===== config.mk =====
export PLATFORM = sky130hd
export DESIGN_NAME = branch_resolve_unit
export DESIGN_NICKNAME = d
export VERILOG_FILES = /design/src/rtl/branch_resolve_unit.sv
export SDC_FILE = /design/constraint.sdc
export NUM_CORES = 1
export LEC_CHECK = 0
export BUFFER_PORTS_ARGS = -buffer_cell sky130_fd_sc_hd__buf_2
export CORE_MARGIN = 2
export CORE_UTILIZATION = 57
export DETAILED_ROUTE_END_ITERATION = 8
export MAX_ROUTING_LAYER = met4
export PLACE_DENSITY = 0.87
export SLEW_MARGIN = 10
export SYNTH_ARGS = -nofsm -noshare
export SYNTH_HDL_FRONTEND = slang
export SYNTH_SLANG_ARGS = --single-unit

===== constraint.sdc =====
create_clock -name clk -period 6.5 [get_ports clk]
set_input_delay 0.975 -clock clk [delete_from_list [all_inputs] [get_ports clk]]
set_output_delay 0.975 -clock clk [all_outputs]
set_load 0.005 [all_outputs]

===== src/rtl/branch_resolve_unit.sv =====
// Branch resolution in ID: checks conditional-branch predictions against the real
// operands, issues a one-cycle redirect/flush on a miss, and feeds outcomes back to the predictor.
module branch_resolve_unit #(
    parameter int IDX_BITS = 6,
    parameter int CNT_W    = 32
) (
    input  logic                clk,
    input  logic                rst_n,
    input  logic                id_valid,
    input  logic                id_stall,
    input  logic [5:0]          id_op,
    input  logic [31:0]         id_rs_val,
    input  logic [31:0]         id_rt_val,
    input  logic [31:0]         id_pc4,
    input  logic [15:0]         id_imm,
    input  logic                id_pred_taken,
    input  logic [IDX_BITS-1:0] id_pred_idx,
    output logic                redirect_valid,
    output logic [31:0]         redirect_pc,
    output logic                flush,
    output logic                upd_valid,
    input  logic                upd_ready,
    output logic [IDX_BITS-1:0] upd_idx,
    output logic                upd_taken,
    output logic [CNT_W-1:0]    branch_cnt,
    output logic [CNT_W-1:0]    mispredict_cnt,
    output logic [CNT_W-1:0]    upd_drop_cnt
);

    localparam logic [5:0] OP_BEQ  = 6'd4;
    localparam logic [5:0] OP_BNE  = 6'd5;
    localparam logic [5:0] OP_BGTZ = 6'd7;

    logic        accept;
    logic        is_cond;
    logic        resolve;
    logic        actual_taken;
    logic        mispredict;
    logic [31:0] target;
    logic [31:0] fix_pc;

    // Redirect state
    logic        redirect_q;
    logic [31:0] redirect_pc_q;

    // Update FIFO state
    logic [IDX_BITS-1:0] fifo_idx [2];
    logic                fifo_tkn [2];
    logic                rd_ptr;
    logic                wr_ptr;
    logic [1:0]          count;
    logic                fifo_full;
    logic                deq;
    logic                enq;
    logic                drop;

    // An instruction sitting in ID during a flush is wrong-path and must be ignored.
    assign accept = id_valid & ~id_stall & ~redirect_q;

    always_comb begin
        is_cond = 1'b0;
        case (id_op)
            OP_BEQ, OP_BNE, OP_BGTZ: is_cond = 1'b1;
            default:                 is_cond = 1'b0;
        endcase
    end

    always_comb begin
        actual_taken = 1'b0;
        case (id_op)
            OP_BEQ:  actual_taken = (id_rs_val == id_rt_val);
            OP_BNE:  actual_taken = (id_rs_val != id_rt_val);
            OP_BGTZ: actual_taken = ~id_rs_val[31] & (id_rs_val != 32'd0);
            default: actual_taken = 1'b0;
        endcase
    end

    assign resolve    = accept & is_cond;
    assign mispredict = resolve & (id_pred_taken != actual_taken);
    assign target     = id_pc4 + {{14{id_imm[15]}}, id_imm, 2'b00};
    assign fix_pc     = actual_taken ? target : id_pc4;

    always_ff @(posedge clk or negedge rst_n) begin
        if (!rst_n) begin
            redirect_q    <= 1'b0;
            redirect_pc_q <= 32'd0;
        end else begin
            redirect_q <= mispredict;
            if (mispredict)
                redirect_pc_q <= fix_pc;
        end
    end

    assign redirect_valid = redirect_q;
    assign flush          = redirect_q;
    assign redirect_pc    = redirect_pc_q;

    // A full FIFO still takes a new entry when its head leaves in the same cycle;
    // in that case wr_ptr equals rd_ptr, so the new entry lands in the freed slot.
    assign fifo_full = (count == 2'd2);
    assign deq       = upd_valid & upd_ready;
    assign enq       = resolve & (~fifo_full | deq);
    assign drop      = resolve & fifo_full & ~deq;

    always_ff @(posedge clk or negedge rst_n) begin
        if (!rst_n) begin
            fifo_idx[0] <= '0;
            fifo_idx[1] <= '0;
            fifo_tkn[0] <= 1'b0;
            fifo_tkn[1] <= 1'b0;
            rd_ptr      <= 1'b0;
            wr_ptr      <= 1'b0;
            count       <= 2'd0;
        end else begin
            if (enq) begin
                fifo_idx[wr_ptr] <= id_pred_idx;
                fifo_tkn[wr_ptr] <= actual_taken;
                wr_ptr           <= ~wr_ptr;
            end
            if (deq)
                rd_ptr <= ~rd_ptr;
            case ({enq, deq})
                2'b10:   count <= count + 2'd1;
                2'b01:   count <= count - 2'd1;
                default: count <= count;
            endcase
        end
    end

    assign upd_valid = (count != 2'd0);
    assign upd_idx   = upd_valid ? fifo_idx[rd_ptr] : '0;
    assign upd_taken = upd_valid & fifo_tkn[rd_ptr];

    // Statistics counters stick at all-ones instead of wrapping.
    always_ff @(posedge clk or negedge rst_n) begin
        if (!rst_n) begin
            branch_cnt     <= '0;
            mispredict_cnt <= '0;
            upd_drop_cnt   <= '0;
        end else begin
            if (resolve && (branch_cnt != '1))
                branch_cnt <= branch_cnt + 1'b1;
            if (mispredict && (mispredict_cnt != '1))
                mispredict_cnt <= mispredict_cnt + 1'b1;
            if (drop && (upd_drop_cnt != '1))
                upd_drop_cnt <= upd_drop_cnt + 1'b1;
        end
    end

endmodule


After elaboration in Yosys (flattened, before gate mapping)
Index checks and enable logic that the tools add are counted.
{"block": "word_totals", "out_inout_bits": 138, "inputBits": 130, "reg_bits": 147}
{"block": "op_classes", "order_cmp": 3, "n_addsub": 6, "n_reduce_logical": 8, "muxes": 17, "n_eq_ne": 12, "n_bitwise": 20}
{"op": "32-bit by 1-bit adder with 32-bit output (second input constant)", "count": 3}
{"op": "32-bit != test (second input constant)", "count": 3}
{"op": "32-bit adder", "count": 1}
{"op": "32-bit equality test", "count": 1}
{"op": "32-bit 2-to-1 mux", "count": 1}
{"op": "32-bit != test", "count": 1}
{"op": "32-bit nonzero test", "count": 1}
{"op": "6-bit 2-to-1 mux", "count": 5}
{"op": "6-bit by 3-bit equality test with 1-bit output (second input constant)", "count": 3}
{"op": "12-bit bitwise mux", "count": 1}
{"op": "1-bit bitwise AND", "count": 10}
{"op": "1-bit inverter", "count": 7}
{"op": "6-bit demux with 1-bit select", "count": 1}
{"op": "1-bit 2-to-1 mux", "count": 5}
{"op": "2-bit equality test (second input constant)", "count": 2}
{"op": "2-bit greater-or-equal comparator (second input constant)", "count": 2}
{"op": "1-bit logical AND", "count": 4}
{"op": "1-bit inverter with 2-bit output", "count": 2}
{"op": "2-bit one-hot mux with 2 select lines", "count": 1}
{"op": "2-bit nonzero test", "count": 2}
{"op": "1-bit one-hot mux with 3 select lines", "count": 1}
{"op": "3-bit OR reduction", "count": 1}
{"op": "2-bit by 1-bit adder with 2-bit output (second input constant)", "count": 1}
{"op": "2-bit bitwise mux", "count": 1}
{"op": "other kinds (6)", "count": 6}

Longest topological paths before layout
{"block": "depth", "word_depth": 7, "ltp_mapped": 10}

Worst setup path after synthesis
OpenSTA, ideal clock, no wires.
{"block": "synth_path", "path_type": "input to register", "start": "input id_pc4[2]", "end": "register redirect_pc_q[22], in the netlist redirect_pc[22]", "cell_stages": 10, "slack_ns": 2.914, "setup_ns": 0.125, "required_time_ns": 6.375, "arrival_ns": 3.461, "path_cell_list": "ha_1 -> fa_1 -> a21o_1 -> a221oi_1 -> a21o_1 -> a21oi_1 -> or2_2 -> xor2_1 -> mux2_2 -> mux2_2"}
{"block": "synth_via", "elab_chain_len": 2}
{"item": "from (decl)", "line": "14", "text": "input logic [31:0] id_pc4,"}
{"item": "32-bit adder", "line": "80", "text": "assign target = id_pc4 + {{14{id_imm[15]}}, id_imm, 2'b00};"}
{"item": "32-bit 2-to-1 mux", "line": "81", "text": "assign fix_pc = actual_taken ? target : id_pc4;"}
{"item": "to (signal assigned)", "line": "90", "text": "redirect_pc_q <= fix_pc;"}
{"item": "to (decl)", "line": "44", "text": "logic [31:0] redirect_pc_q;"}
No other way between the ends.
A chain may end at the register's enable or synchronous reset.

Worst setup path after layout
{"block": "layout_path", "start": "input id_rs_val[16]", "end": "register redirect_pc_q[26], in the netlist redirect_pc[26]"}
{"block": "layout_via", "elab_chain_len": 5}
{"item": "from (decl)", "line": "12", "text": "input logic [31:0] id_rs_val,"}
{"item": "32-bit nonzero test", "line": "73", "text": "OP_BGTZ: actual_taken = ~id_rs_val[31] & (id_rs_val != 32'd0);"}
{"item": "1-bit bitwise AND", "line": "73"}
{"item": "1-bit one-hot mux with 3 select lines *", "line": "70", "text": "case (id_op)"}
{"item": "1-bit != test", "line": "79", "text": "assign mispredict = resolve & (id_pred_taken != actual_taken);"}
{"item": "1-bit bitwise AND", "line": "79"}
Mark *: on every way between the ends. The rest lies on a longest branch, timed or not.

==> metrics.md <==
| Metric | Value |
|---|---|
| Initial Util | 58.5% |
| R2R Setup Slk | 3.42 ns |
| Number of synthesized flops with an enable pin | 0 |
| Crit Reg-Reg Endpoint | mispredict_cnt[23]$_DFFE_PN0P_ |
| Die area | 16,700 sq um |
| Worst reg2reg path startpoint | mispredict_cnt[11]$_DFFE_PN0P_ |
| PostCTS Resize Cnt | 0 |
| Area leader, netlist | dfrtp_1 |
| Post-synthesis sequential area ratio | 41.2% |
| Post-synth net total | 1,033 |
| Hold EP | fifo_tkn[0]$_DFFE_PN0P_ |
| Worst-margin pin slew | 1.27 ns |
| Clock skew | 0.0104 ns |
| Post-synth cell types | 66 |
| Drt pass-1 iters | 5 |
| Pin count of the biggest net entering global routing | 80 |
| # nets final | 1,301 |
| Post-route DRC | 0 |
| Most common cell after layout, fill and taps aside | buf_2 |
| Iteration-0 DRC Markers | 570 |
| Max H-tree Level | 4 |
| Final Max Tran Viols | 0 |
| CTS sink count | 147 |
| R2R depth | 8 |
| Chip Height | 129 um |
| Top cells by area, synth | dfrtp_1 (41%), xnor2_1 (8.8%), xor2_1 (6.0%), mux2_2 (5.7%), ha_1 (4.6%) |
| Async SR Flop Fraction | 100% |
| Post-CTS Setup Inserts | 0 |
| CTS tree | done |
| Startpoint Class | input pin |
| Root buf cell | clkbuf_16 |
| Fmax | 266 MHz |
| Critical path required time | 6.80 ns |
| Final Non-Filler Cells | 1,364 |
| Total gr overflow | 0 |
| YS warnings | 0 |
| Hold depth | 2 |
| Die X | 129 um |
| GRT Total Usage | 31.1% |
| Antenna Nets Post-Route | 0 |
| Clock latency on the worst-skew pair | 0.43 ns |
| TNS Setup | 0 ns |
| Commonest non-fill, non-tap cells in the layout | buf_2 (266), dfrtp_1 (147), xnor2_1 (90) |
| Cts bufs inserted | 17 |
| Global-route wire length before repair | 39.3 mm |
| CP Class | input pin to flip-flop |
| Routability-driven placement congestion ratio | 0.917 |
| Via Count | 7,876 |
| Status | finished clean |
| Pwr dens | 221 nW/um^2 |
| Hold_sp | fifo_tkn[0]$_DFFE_PN0P_ |
| Num rows | 45 |
| Via density | 5.77 |
| Max clock buf depth | 2 |
| Number of instances in the placed design | 1,329 |
| Final Hold Fails | 0 |
| Yosys top cell area share | 41.2% |
| Crit path DAT | 4.06 ns |
| CORE AREA | 15,300 sq um |
| Period utilization | 57.8% |
| Max VDD drop | 0.191 mV |
| Port Buf Inserts | 267 |
| Num ports | 268 |
| #FFs+latches synth | 147 |
| Top FF cell, synth | dfrtp_1 |
| Synth Instances | 869 |
| Unrepaired setup endpoints after global routing | no |
| Syn Area/Cell | 10.3 sq um |
| CTS hold repair buffers | 0 |
| Minimum clock period | 3.76 ns |
| Worst min path class | flip-flop to flip-flop |
| Slew Limit Headroom | 14.7% |
| CTS clock-pin slew for the worst setup and hold paths | 0.06 ns |
| Lkg Pwr | 5.62 nW |
| Final setup vio count | 0 |
| Routed len/inst | 18.3 um |
| Crit. End Element | flip-flop |
| Maxcap violations | 0 |
| Initial antenna violation count | 2 |
| P&R area growth vs syn | 23.8% |
| Synth Cell Area | 8930 sq um |
| DRT Wirelength | 25.0 mm |
| Vias in the first global route | 7,788 |
| Layout cells sized above 1 | 31.8% |
| DP HPWL | 18.7 mm |
| Crit-path max FO | 20 |
-- registers in the layout, summed over array words and instances (netlist names), 2 cells and up --
name / count
fifo_idx: 12
count: 2
branch_cnt: 32
mispredict_cnt: 32
redirect_pc: 32
upd_drop_cnt: 32
fifo_tkn: 2
-- cells by family (layout without fill, tap and decap cells) --
kind of cell / Yosys count / in the layout / share of synthesized area, %
AND/OR/NAND/NOR: 279 / 279 / 17.4
adder cells (fa/ha/maj): 34 / 34 / 4.85
AO/OA/AOI/OAI: 149 / 149 / 11.1
flip-flops: 147 / 147 / 41.2
multiplexers: 69 / 69 / 8.62
other: 0 / 3 / 0
XOR/XNOR: 151 / 151 / 14.8
buffers and inverters: 40 / 321 / 1.98
-- final cells by class --
cell class / instances / area (sq um)
multi-input cells: 682 / 5080
fillers: 1176 / 4200
flip-flops and latches: 147 / 3680
repair buffers: 270 / 1370
clock buffers: 18 / 429
well taps: 211 / 264
clock inverters: 14 / 164
inverters: 19 / 73.8
diodes: 3 / 7.51
-- worst max path at each step --
| stage | start | end | slack, ns | cells past startpoint |
|---|---|---|---|---|
| after global routing | id_rs_val[16] | redirect_pc[21]$_DFFE_PN0P_ | 2.47 | 9 |
| after floorplan | id_pc4[2] | redirect_pc[22]$_DFFE_PN0P_ | 2.91 | 10 |
| after global placement | id_pc4[2] | redirect_pc[18]$_DFFE_PN0P_ | 2.47 | 11 |
| after detailed placement | id_pc4[2] | redirect_pc[18]$_DFFE_PN0P_ | 2.41 | 11 |
| after CTS | id_pc4[2] | redirect_pc[18]$_DFFE_PN0P_ | 2.83 | 11 |
| final | id_rs_val[16] | redirect_pc[26]$_DFFE_PN0P_ | 2.74 | 9 |
-- metal layers --
metal | routed length, um | global-route usage [%]
met5 | 0 | -
met4 | 824 | 12.9
met3 | 1630 | 7.56
met2 | 12500 | 51.9
met1 | 10000 | 36.1
-- synth_stat cells, types with 3 or more instances --
cell,n
a211oi_1,4
a21o_1,12
a21oi_1,28
a221o_1,4
a31oi_1,8
and2_1,10
and3_1,21
and4_1,12
buf_2,10
buf_4,3
clkbuf_1,7
dfrtp_1,147
ha_1,33
inv_1,18
mux2_1,15
mux2_2,45
mux2i_1,8
nand2_1,50
nand3_1,37
nand4_1,25
nor2_1,53
nor2b_1,5
nor3_1,21
nor4_1,17
o2111ai_1,12
o211ai_1,11
o21a_1,9
o21ai_0,40
o21bai_1,3
or2_2,3
or3_1,5
xnor2_1,90
xor2_1,61
-- critical path, cell delays in order --
cell     delay [ns]
buf_2          0.11
xor2_1         0.15
nor4_1         0.44
nand4_1        0.22
nor3_4         0.27
mux2i_2        0.23
nor2_2         0.93
mux2_2         0.42
mux2_1         0.29
-- power breakdown --
group	leakage (nW)	switching, mW	internal [mW]
sequential	2.00	0.0525	0.972
clock	0.287	0.413	0.577
combinational	3.33	0.223	0.205
-- metrics by stage --
step / hold WS [ns] / power, mW / setup slack, ns / utilization, % / instance area [sq um]
after global placement: 0.461 / 1.45 / 2.47 / 68.5 / 10500
final: 0.481 / 2.44 / 2.74 / 72.5 / 11100
after CTS: 0.484 / 2.46 / 2.83 / 72.4 / 11100
after global routing: 0.498 / 2.55 / 2.47 / 72.5 / 11100
after floorplan: 0.450 / 1.28 / 2.91 / - / 8930
after detailed placement: 0.469 / 1.46 / 2.41 / 68.5 / 10500
No activity file was read; power rests on OpenSTA's default activity.
